## config.mk

```make
export PLATFORM = sky130hd
export DESIGN_NAME = spi_prot_trig
export DESIGN_NICKNAME = d
export VERILOG_FILES = /design/src/rtl/spi_prot_trig.sv
export SDC_FILE = /design/constraint.sdc
export NUM_CORES = 1
export LEC_CHECK = 0
export ABC_CLOCK_PERIOD_IN_PS = 4100
export CAP_MARGIN = 10
export CORE_MARGIN = 10
export CORE_UTILIZATION = 40
export CTS_CLUSTER_SIZE = 12
export DETAILED_ROUTE_END_ITERATION = 16
export PLACE_DENSITY = 0.68
export SYNTH_ARGS = -nofsm -noshare
export SYNTH_HDL_FRONTEND = slang
export SYNTH_SLANG_ARGS = --single-unit
```

## constraint.sdc

```tcl
create_clock -name clk -period 4.1 [get_ports clk]
set_clock_uncertainty 0.15 [all_clocks]
set_input_delay 0.82 -clock clk [delete_from_list [all_inputs] [get_ports clk]]
set_output_delay 0.82 -clock clk [all_outputs]
set_load 0.03 [all_outputs]
```

## src/rtl/spi_prot_trig.sv

```systemverilog
// SPI protocol trigger: synchronises raw SS_n/SCLK/MOSI analyzer channels,
// deserialises frames of programmable length, compares each completed frame
// against a masked match word and raises a sticky trigger on the Nth match.
module spi_prot_trig #(
    parameter int MAX_LEN = 32,
    parameter int LEN_W   = $clog2(MAX_LEN + 1),
    parameter int CNT_W   = 8
) (
    input  logic               clk,
    input  logic               rst,
    input  logic               en,
    input  logic               edg,
    input  logic               lsb_first,
    input  logic [LEN_W-1:0]   len,
    input  logic [MAX_LEN-1:0] mask,
    input  logic [MAX_LEN-1:0] match,
    input  logic [CNT_W-1:0]   occur,
    input  logic               clr_trig,
    input  logic               SS_n,
    input  logic               SCLK,
    input  logic               MOSI,
    output logic               SPItrig,
    output logic               frame_done,
    output logic               frame_err,
    output logic [MAX_LEN-1:0] rx_data,
    output logic [CNT_W-1:0]   match_cnt
);

    localparam logic [LEN_W-1:0] LEN_ZERO = {LEN_W{1'b0}};
    localparam logic [LEN_W-1:0] LEN_ONE  = {{(LEN_W-1){1'b0}}, 1'b1};
    localparam logic [LEN_W-1:0] LEN_MAX  = LEN_W'(MAX_LEN);
    localparam logic [CNT_W-1:0] CNT_ZERO = {CNT_W{1'b0}};
    localparam logic [CNT_W-1:0] CNT_ONE  = {{(CNT_W-1){1'b0}}, 1'b1};
    localparam logic [CNT_W-1:0] CNT_MAX  = {CNT_W{1'b1}};
    localparam logic [MAX_LEN-1:0] DATA_ZERO = {MAX_LEN{1'b0}};

    typedef enum logic [0:0] {
        ST_IDLE  = 1'b0,
        ST_SHIFT = 1'b1
    } state_t;

    // A length of zero or beyond the register width means "use the full width".
    function automatic logic [LEN_W-1:0] eff_len_f(input logic [LEN_W-1:0] l);
        logic [LEN_W-1:0] r;
        if ((l == LEN_ZERO) || (l > LEN_MAX)) begin
            r = LEN_MAX;
        end else begin
            r = l;
        end
        return r;
    endfunction

    // Bits [n-1:0] set, all others clear.
    function automatic logic [MAX_LEN-1:0] len_mask_f(input logic [LEN_W-1:0] n);
        logic [MAX_LEN-1:0] m;
        m = DATA_ZERO;
        for (int i = 0; i < MAX_LEN; i++) begin
            m[i] = (LEN_W'(i) < n);
        end
        return m;
    endfunction

    // Synchroniser chains: [0],[1] are the 2-flop synchroniser, [2] the edge-detect stage.
    logic [2:0] ss_sync_r;
    logic [2:0] sclk_sync_r;
    logic [2:0] mosi_sync_r;

    // Registered events seen on the synchronised signals.
    logic samp_r;
    logic mosi_r;
    logic ss_fall_r;
    logic ss_rise_r;

    state_t             state_r;
    logic [LEN_W-1:0]   bit_cnt_r;
    logic [MAX_LEN-1:0] shreg_r;

    // Combinational decode
    logic               sclk_rise_s;
    logic               sclk_fall_s;
    logic               samp_s;
    logic               ss_fall_s;
    logic               ss_rise_s;
    logic [LEN_W-1:0]   eff_len_s;
    logic [MAX_LEN-1:0] len_mask_s;
    logic [LEN_W-1:0]   cnt_inc_s;
    logic [MAX_LEN-1:0] shreg_next_s;
    logic               done_s;
    logic [MAX_LEN-1:0] frame_s;
    logic               hit_s;
    logic [CNT_W-1:0]   base_cnt_s;
    logic [CNT_W-1:0]   sat_cnt_s;
    logic [CNT_W-1:0]   occ_eff_s;
    logic [LEN_W-1:0]   upd_cnt_s;

    // Shift raw channels through the synchroniser and edge-detect stages.
    always_ff @(posedge clk or posedge rst) begin
        if (rst) begin
            ss_sync_r   <= 3'b111;
            sclk_sync_r <= 3'b111;
            mosi_sync_r <= 3'b111;
        end else begin
            ss_sync_r   <= {ss_sync_r[1:0], SS_n};
            sclk_sync_r <= {sclk_sync_r[1:0], SCLK};
            mosi_sync_r <= {mosi_sync_r[1:0], MOSI};
        end
    end

    // Detect SCLK/SS_n edges between the synchroniser output and the edge-detect stage.
    always_comb begin
        sclk_rise_s = sclk_sync_r[1] & ~sclk_sync_r[2];
        sclk_fall_s = ~sclk_sync_r[1] & sclk_sync_r[2];
        ss_fall_s   = ~ss_sync_r[1] & ss_sync_r[2];
        ss_rise_s   = ss_sync_r[1] & ~ss_sync_r[2];
        // A sample coinciding with SS_n rising is still taken (slave was selected until now).
        if (edg) begin
            samp_s = sclk_rise_s & ~(ss_sync_r[1] & ss_sync_r[2]);
        end else begin
            samp_s = sclk_fall_s & ~(ss_sync_r[1] & ss_sync_r[2]);
        end
    end

    // Register events and the MOSI value from the same stage as the SCLK edge.
    always_ff @(posedge clk or posedge rst) begin
        if (rst) begin
            samp_r    <= 1'b0;
            mosi_r    <= 1'b1;
            ss_fall_r <= 1'b0;
            ss_rise_r <= 1'b0;
        end else begin
            samp_r    <= samp_s;
            mosi_r    <= mosi_sync_r[1];
            ss_fall_r <= ss_fall_s;
            ss_rise_r <= ss_rise_s;
        end
    end

    // Next shift-register value, frame completion, match and counter arithmetic.
    always_comb begin
        eff_len_s  = eff_len_f(len);
        len_mask_s = len_mask_f(eff_len_s);
        cnt_inc_s  = bit_cnt_r + LEN_ONE;
        if (lsb_first) begin
            shreg_next_s = shreg_r;
            for (int i = 0; i < MAX_LEN; i++) begin
                if (bit_cnt_r == LEN_W'(i)) begin
                    shreg_next_s[i] = mosi_r;
                end else begin
                    shreg_next_s[i] = shreg_r[i];
                end
            end
        end else begin
            shreg_next_s = {shreg_r[MAX_LEN-2:0], mosi_r};
        end
        done_s  = (cnt_inc_s == eff_len_s);
        frame_s = shreg_next_s & len_mask_s;
        hit_s   = (((frame_s ^ match) & ~mask & len_mask_s) == DATA_ZERO);
        // A coincident clear is applied before the new match is counted.
        if (clr_trig) begin
            base_cnt_s = CNT_ZERO;
        end else begin
            base_cnt_s = match_cnt;
        end
        if (base_cnt_s == CNT_MAX) begin
            sat_cnt_s = base_cnt_s;
        end else begin
            sat_cnt_s = base_cnt_s + CNT_ONE;
        end
        if (occur == CNT_ZERO) begin
            occ_eff_s = CNT_ONE;
        end else begin
            occ_eff_s = occur;
        end
        // Bit count after this cycle's sample, used to judge a truncated frame on SS_n rising.
        if (samp_r) begin
            if (done_s) begin
                upd_cnt_s = LEN_ZERO;
            end else begin
                upd_cnt_s = cnt_inc_s;
            end
        end else begin
            upd_cnt_s = bit_cnt_r;
        end
    end

    // Frame FSM with registered frame outputs, match counter and sticky trigger.
    always_ff @(posedge clk or posedge rst) begin
        if (rst) begin
            state_r    <= ST_IDLE;
            bit_cnt_r  <= LEN_ZERO;
            shreg_r    <= DATA_ZERO;
            rx_data    <= DATA_ZERO;
            match_cnt  <= CNT_ZERO;
            SPItrig    <= 1'b0;
            frame_done <= 1'b0;
            frame_err  <= 1'b0;
        end else if (!en) begin
            state_r    <= ST_IDLE;
            bit_cnt_r  <= LEN_ZERO;
            shreg_r    <= DATA_ZERO;
            rx_data    <= DATA_ZERO;
            match_cnt  <= CNT_ZERO;
            SPItrig    <= 1'b0;
            frame_done <= 1'b0;
            frame_err  <= 1'b0;
        end else begin
            frame_done <= 1'b0;
            frame_err  <= 1'b0;
            if (clr_trig) begin
                SPItrig   <= 1'b0;
                match_cnt <= CNT_ZERO;
            end
            case (state_r)
                ST_IDLE: begin
                    bit_cnt_r <= LEN_ZERO;
                    if (ss_fall_r) begin
                        state_r <= ST_SHIFT;
                    end
                end
                ST_SHIFT: begin
                    if (samp_r) begin
                        if (done_s) begin
                            frame_done <= 1'b1;
                            rx_data    <= frame_s;
                            shreg_r    <= DATA_ZERO;
                            bit_cnt_r  <= LEN_ZERO;
                            if (hit_s) begin
                                match_cnt <= sat_cnt_s;
                                if (sat_cnt_s >= occ_eff_s) begin
                                    SPItrig <= 1'b1;
                                end
                            end
                        end else begin
                            shreg_r   <= shreg_next_s;
                            bit_cnt_r <= cnt_inc_s;
                        end
                    end
                    if (ss_rise_r) begin
                        if (upd_cnt_s != LEN_ZERO) begin
                            frame_err <= 1'b1;
                        end
                        state_r   <= ST_IDLE;
                        bit_cnt_r <= LEN_ZERO;
                        shreg_r   <= DATA_ZERO;
                    end
                end
                default: begin
                    state_r   <= ST_IDLE;
                    bit_cnt_r <= LEN_ZERO;
                    shreg_r   <= DATA_ZERO;
                end
            endcase
        end
    end

endmodule

```

* Yosys cells after proc, flatten, opt, wreduce, memory -nomap -nowiden
Cells that the tools add are included.
** Storage, ports and cells
- Register bits :: 94
- Input bits :: 87
- Output and inout bits :: 43
- Logic and storage cells :: 190
** Cells by class
- Add/subtract/negate cells :: 2
- $lt $le $gt $ge :: 34
- Equality and inequality tests :: 37
- Multiplexer cells :: 76
- Bitwise operators :: 18
- Reductions and logical operators :: 8
** Operator list (count)
- $mux W32 :: 10
- $and A32 B32 Y32 :: 3
- $eq A6 B5 Y1 const B :: 16
- $lt A5 B6 Y1 const A :: 16
- $mux W8 :: 8
- $mux W1 :: 51
- $eq A6 B4 Y1 const B :: 8
- $lt A4 B6 Y1 const A :: 8
- $logic_not A32 Y1 :: 1
- $not A32 Y32 :: 1
- $xor A32 B32 Y32 :: 1
- $mux W6 :: 5
- $eq A6 B3 Y1 const B :: 4
- $lt A3 B6 Y1 const A :: 4
- $eq A6 B2 Y1 const B :: 2
- $logic_not A6 Y1 :: 2
- $lt A1 B6 Y1 const A :: 2
- $lt A2 B6 Y1 const A :: 2
- $pmux W6 S2 :: 1
- $add A8 B1 Y8 const B :: 1
- $eq A8 B8 Y1 const B :: 1
- $ge A8 B8 Y1 :: 1
- $logic_not A8 Y1 :: 1
- $and A1 B1 Y1 :: 7
- 12 further kinds :: 19

* Longest topological paths before layout
- Depth after elaboration :: 14
- Depth in mapped cells :: 16
- Depth with buffers taken out :: 15

* Worst setup path after synthesis
Ideal clock, no wire load.
- Path kind :: in2reg
- From :: in clr_trig
- To :: reg SPItrig
- Setup time :: 120 ps
- Arrival time :: 3508 ps
- Path slack :: 322 ps
- Stages on the path :: 16
- Buffers on the path :: 1
- Cell sequence :: clkbuf_1 -> nor2b_1 -> ha_1 -> nand4_1 -> nor2_1 -> nand3_1 -> xnor2_1 -> ha_1 -> nand2b_1 -> a21o_1 -> a21o_1 -> a21o_1 -> a21o_1 -> a211oi_1 -> o21ai_0 -> o211a_1
** On the way
- Longest elaborated chain between the ends :: 10
** RTL lines
- from (decl) :: RTL line 18 : input logic clr_trig,
- $mux W8 :: RTL line 159 : if (clr_trig) begin
- $add A8 B1 Y8 / $eq A8 B8 Y1 (equally long branches) :: RTL line 167, 164
- $mux W8 :: RTL line 164 : if (base_cnt_s == CNT_MAX) begin
- $ge A8 B8 Y1 :: RTL line 229 : if (sat_cnt_s >= occ_eff_s) begin
- $mux W1 :: RTL line 229
- $mux W1 :: RTL line 227 : if (hit_s) begin
- $mux W1 :: RTL line 222 : if (done_s) begin
- $mux W1 :: RTL line 221 : if (samp_r) begin
- $mux W1 * :: RTL line 213 : case (state_r)
- $mux W1 * :: RTL line 197 : end else if (!en) begin
- to (signal assigned) :: RTL line 194 : SPItrig <= 1'b0;
- to (signal assigned) :: RTL line 203 : SPItrig <= 1'b0;
- to (signal assigned) :: RTL line 230 : SPItrig <= 1'b1;
- to (decl) :: RTL line 22 : output logic SPItrig,
Mark *: on every way between the ends. The rest lies on a longest branch, timed or not.
A chain may end at the register's enable or synchronous reset.

* Worst setup path in the final report
- From :: in len[0]
- To :: reg rx_data[22]
** On the way
- Longest elaborated chain between the ends :: 9
** RTL lines
- from (decl) :: RTL line 14 : input logic [LEN_W-1:0] len,
- $gt A6 B6 Y1 / $logic_not A6 Y1 (equally long branches) :: RTL line 45 : if ((l == LEN_ZERO) || (l > LEN_MAX)) begin
- $logic_or A1 B1 Y1 :: RTL line 45
- $mux W6 * :: RTL line 45
- $lt A5 B6 Y1 :: RTL line 58 : m[i] = (LEN_W'(i) < n);
- $and A32 B32 Y32 :: RTL line 156 : frame_s = shreg_next_s & len_mask_s;
- $mux W32 :: RTL line 222
- $mux W32 :: RTL line 221
- $mux W32 :: RTL line 213
- $mux W32 :: RTL line 197
- to (signal assigned) :: RTL line 224 : rx_data <= frame_s;
- to (decl) :: RTL line 25 : output logic [MAX_LEN-1:0] rx_data,
Mark *: on every way between the ends. The rest lies on a longest branch, timed or not. The select of a mux whose other input is x is not followed.

==> reports/metrics.cfg <==
[synthesis]
synth_cell_type_count = 69
synth_ff_type = dfrtp_1
yosysWarnings = 0
synth-edff-count = 0
synthTopCellsByArea = dfrtp_1 31%, nand2_1 5.8%, mux2i_1 4.7%
synth_cells = 817
syn_nets = 917
yosys_register_bits = 94
synthArstFlopShare = 1.00
ys_seq_area_frac = 0.346
post_synth_instance_area_um2 = 6840
avgSynthCellArea_um2 = 8.37
synth_top_area_share = 0.311
yosys.area.top_type = dfrtp_1

[power]
combPwrFrac = 0.147
power_frac_seq = 0.438
power.leakage_nw = 3.79
power.share.switching = 0.254
p_int_mw = 1.61
ir_drop_v = 0.000193
power.switching_mw = 0.549
pwr-share-clk = 0.415
cellPowerDensity_nw_per_um2 = 242
power_mw = 2.16

[floorplan]
die_height_um = 151
io_pins = 130
core_area_um2 = 16600
dieWidth_um = 151
dieArea_um2 = 22700
rows = 47
start_util = 0.411

[sta]
tightest_slew_ns = 0.792
fin_crit_sh = 0.909
relSlewSlack = 0.472
hold_violations = 0
setup_violations = 0
fin_crit_ns = 3.73
finalMaxSlewViolations = 0
final.setup.tns_ns = 0
fmax_mhz = 268
rsz0062_at_grt = no

[cells_and_area]
finalNetCount = 1055
diodes = 0
drive_above_1_share = 0.115
syn2layout_area_growth_pct = 30.5

[cts]
cts_root_buffer = clkbuf_16
tritoncts = yes
clk_latency_ns = 0.35
postCtsSetupBuffers = 0
clk_pin_slew_ns = 0.07
post_cts_resized = 0
numCtsBuffers = 9
clock_path_buffers = 2
cts_hold_buf = 0
cts_sinks = 94
htree_levels = 3

[place]
globalplace.congestion = 0.966
dp_hpwl_mm = 19.2
io_buffers = 129

[global_route]
grt_pass1_vias = 6684
grt_antenna_before_repair = 0
grt_pass1_wl_mm = 38.0
grt_usage = 0.215
grt-ovfl-total = 0
grt_max_degree = 51

[outcome]
status = complete, no violations

[setup_path]
critPathKind = input port to flip-flop
crit_slowest_cell = clkdlybuf4s50_1
critPathMaxStageDelay_ns = 0.66
end_kind = flip-flop
crit_fanout = 25
path_delay_family = compound AO/OA/AOI/OAI gates
critPathLaunchType = input port
critical_path_arrival_ns = 3.87
crit_chain = clkdlybuf4s50_1 -> nor4_4 -> a21oi_1 -> xnor2_1 -> mux2i_1 -> nand3_2 -> buf_4 -> a211oi_1 -> a21oi_1 -> nor2b_1
crit_top_cell = a21oi_1
cp.required_ns = 4.24
critPathBufInv = 2

[hold_path]
hold_class = flip-flop to flip-flop

[routing]
drtIter0Drc = 695
ant_nets = 0
top_layer_used = met4
wl_met1_mm = 10.7
vias = 6845
viasPerCell = 5.80
dr_wl_met3_mm = 2.26
firstDrtPassIters = 6
wl_per_cell_um = 20.9
drc = 0
wl_mm = 24.7
met2_length_mm = 11.1

[job]
maxCapViolations = 0

-- layer usage --
| metal | up-vias | global-route usage |
|---|---|---|
| met3 | 49 | 0.0570 |
| met2 | 320 | 0.328 |
| met1 | 3259 | 0.291 |
| met5 | - | 0 |
| li1 | 3217 | - |
| met4 | 0 | 0.0683 |
-- cell usage after synthesis, drive strengths merged (9+ instances only) --
| cell type | number |
|---|---|
| and2 | 20 |
| mux2i | 32 |
| nand3b | 9 |
| dfstp | 9 |
| nand2 | 106 |
| xnor2 | 10 |
| nor2b | 37 |
| nor2 | 38 |
| a211oi | 20 |
| dfrtp | 85 |
| buf | 16 |
| a21boi | 13 |
| inv | 19 |
| xor2 | 12 |
| a21oi | 51 |
| a21o | 10 |
| clkbuf | 42 |
| nand3 | 22 |
| and3 | 21 |
| mux2 | 11 |
| nand2b | 12 |
| ha | 13 |
| nor3 | 33 |
| o21ai | 57 |
-- cells in the final DEF (no fill, tap or decap), types with 6 or more instances in the layout --
master             n
a22o_1             7
clkbuf_16          9
nand3b_1           8
nand4_1            7
mux2_2             6
or2_2              8
a31oi_1            8
o211a_1            7
nor3_1            33
and2_1            20
nand3_1           21
a21oi_1           51
clkdlybuf4s50_1  129
nand2_1          106
o2111ai_1          6
a2bb2oi_1          7
o21a_1             6
a21o_1            10
nor2b_1           37
dfstp_2            9
o21ai_0           53
xnor2_1           10
xor2_1            12
dfrtp_1           85
a211oi_1          18
inv_1             18
buf_4             53
ha_1              13
a21boi_0          13
nand2b_1          12
mux2i_1           32
nor2_1            38
and3_1            21
-- power groups by stage --
stage	sequential, mW	combinational, mW	clock, mW
floorplan	0.959	0.150	0
global placement	0.962	0.312	0
detailed placement	0.963	0.314	0
CTS	0.946	0.315	0.907
global route	0.946	0.342	0.943
finish	0.946	0.318	0.897
-- final cells by class --
cell class	count	area [um^2]
Timing Repair Buffer	185	1750
Clock buffer	13	270
Tap cell	220	275
Inverter	20	77.6
Clock inverter	3	42.5
Fill cell	1544	7720
Sequential cell	94	2360
Multi-Input combinational cell	645	4140
-- metrics by stage --
stage          utilization  hold slack [ns]  setup slack [ns]  cells  cell area [um^2]
2_1_floorplan            -            0.195             0.322    817              6840
3_5_place_dp         0.517            0.197            0.0366   1164              8610
4_1_cts              0.536            0.207             0.387   1180              8920
6_report             0.536            0.205             0.372   1180              8920
3_3_place_gp         0.517            0.195             0.111   1164              8610
5_1_grt              0.536            0.210            0.0539   1180              8920
-- sequential cells by signal (all words and copies together) (netlist names), 2 cells and up --
register	flops
rx_data	32
match_cnt	8
ss_sync_r	3
mosi_sync_r	2
sclk_sync_r	3
shreg_r	32
bit_cnt_r	6
-- logic make-up after synthesis --
kind of cell	share of synthesized area
compound gates	0.214
flops	0.346
mux	0.0677
simple gates	0.268
xor+xnor	0.0315
fa+ha+maj	0.0238
buf+inv	0.0492
-- final timing paths --
path	start	endpoint	slack [ns]	cells after the start
worst min register to register	mosi_sync_r[1]$_DFF_PP1_	mosi_r$_DFF_PP1_	0.21	0
max in group asynchronous	rst	mosi_r$_DFF_PP1_	2.30	3
worst min-delay path	mosi_sync_r[1]$_DFF_PP1_	mosi_r$_DFF_PP1_	0.21	0
worst max-delay path	len[0]	rx_data[22]$_DFFE_PP0P_	0.37	10
min in group asynchronous	rst	rx_data[11]$_DFFE_PP0P_	0.77	2
worst max register to register	bit_cnt_r[0]$_DFF_PP0_	SPItrig$_DFF_PP0_	0.43	10
Note: power is estimated with default switching activity, not from simulation.
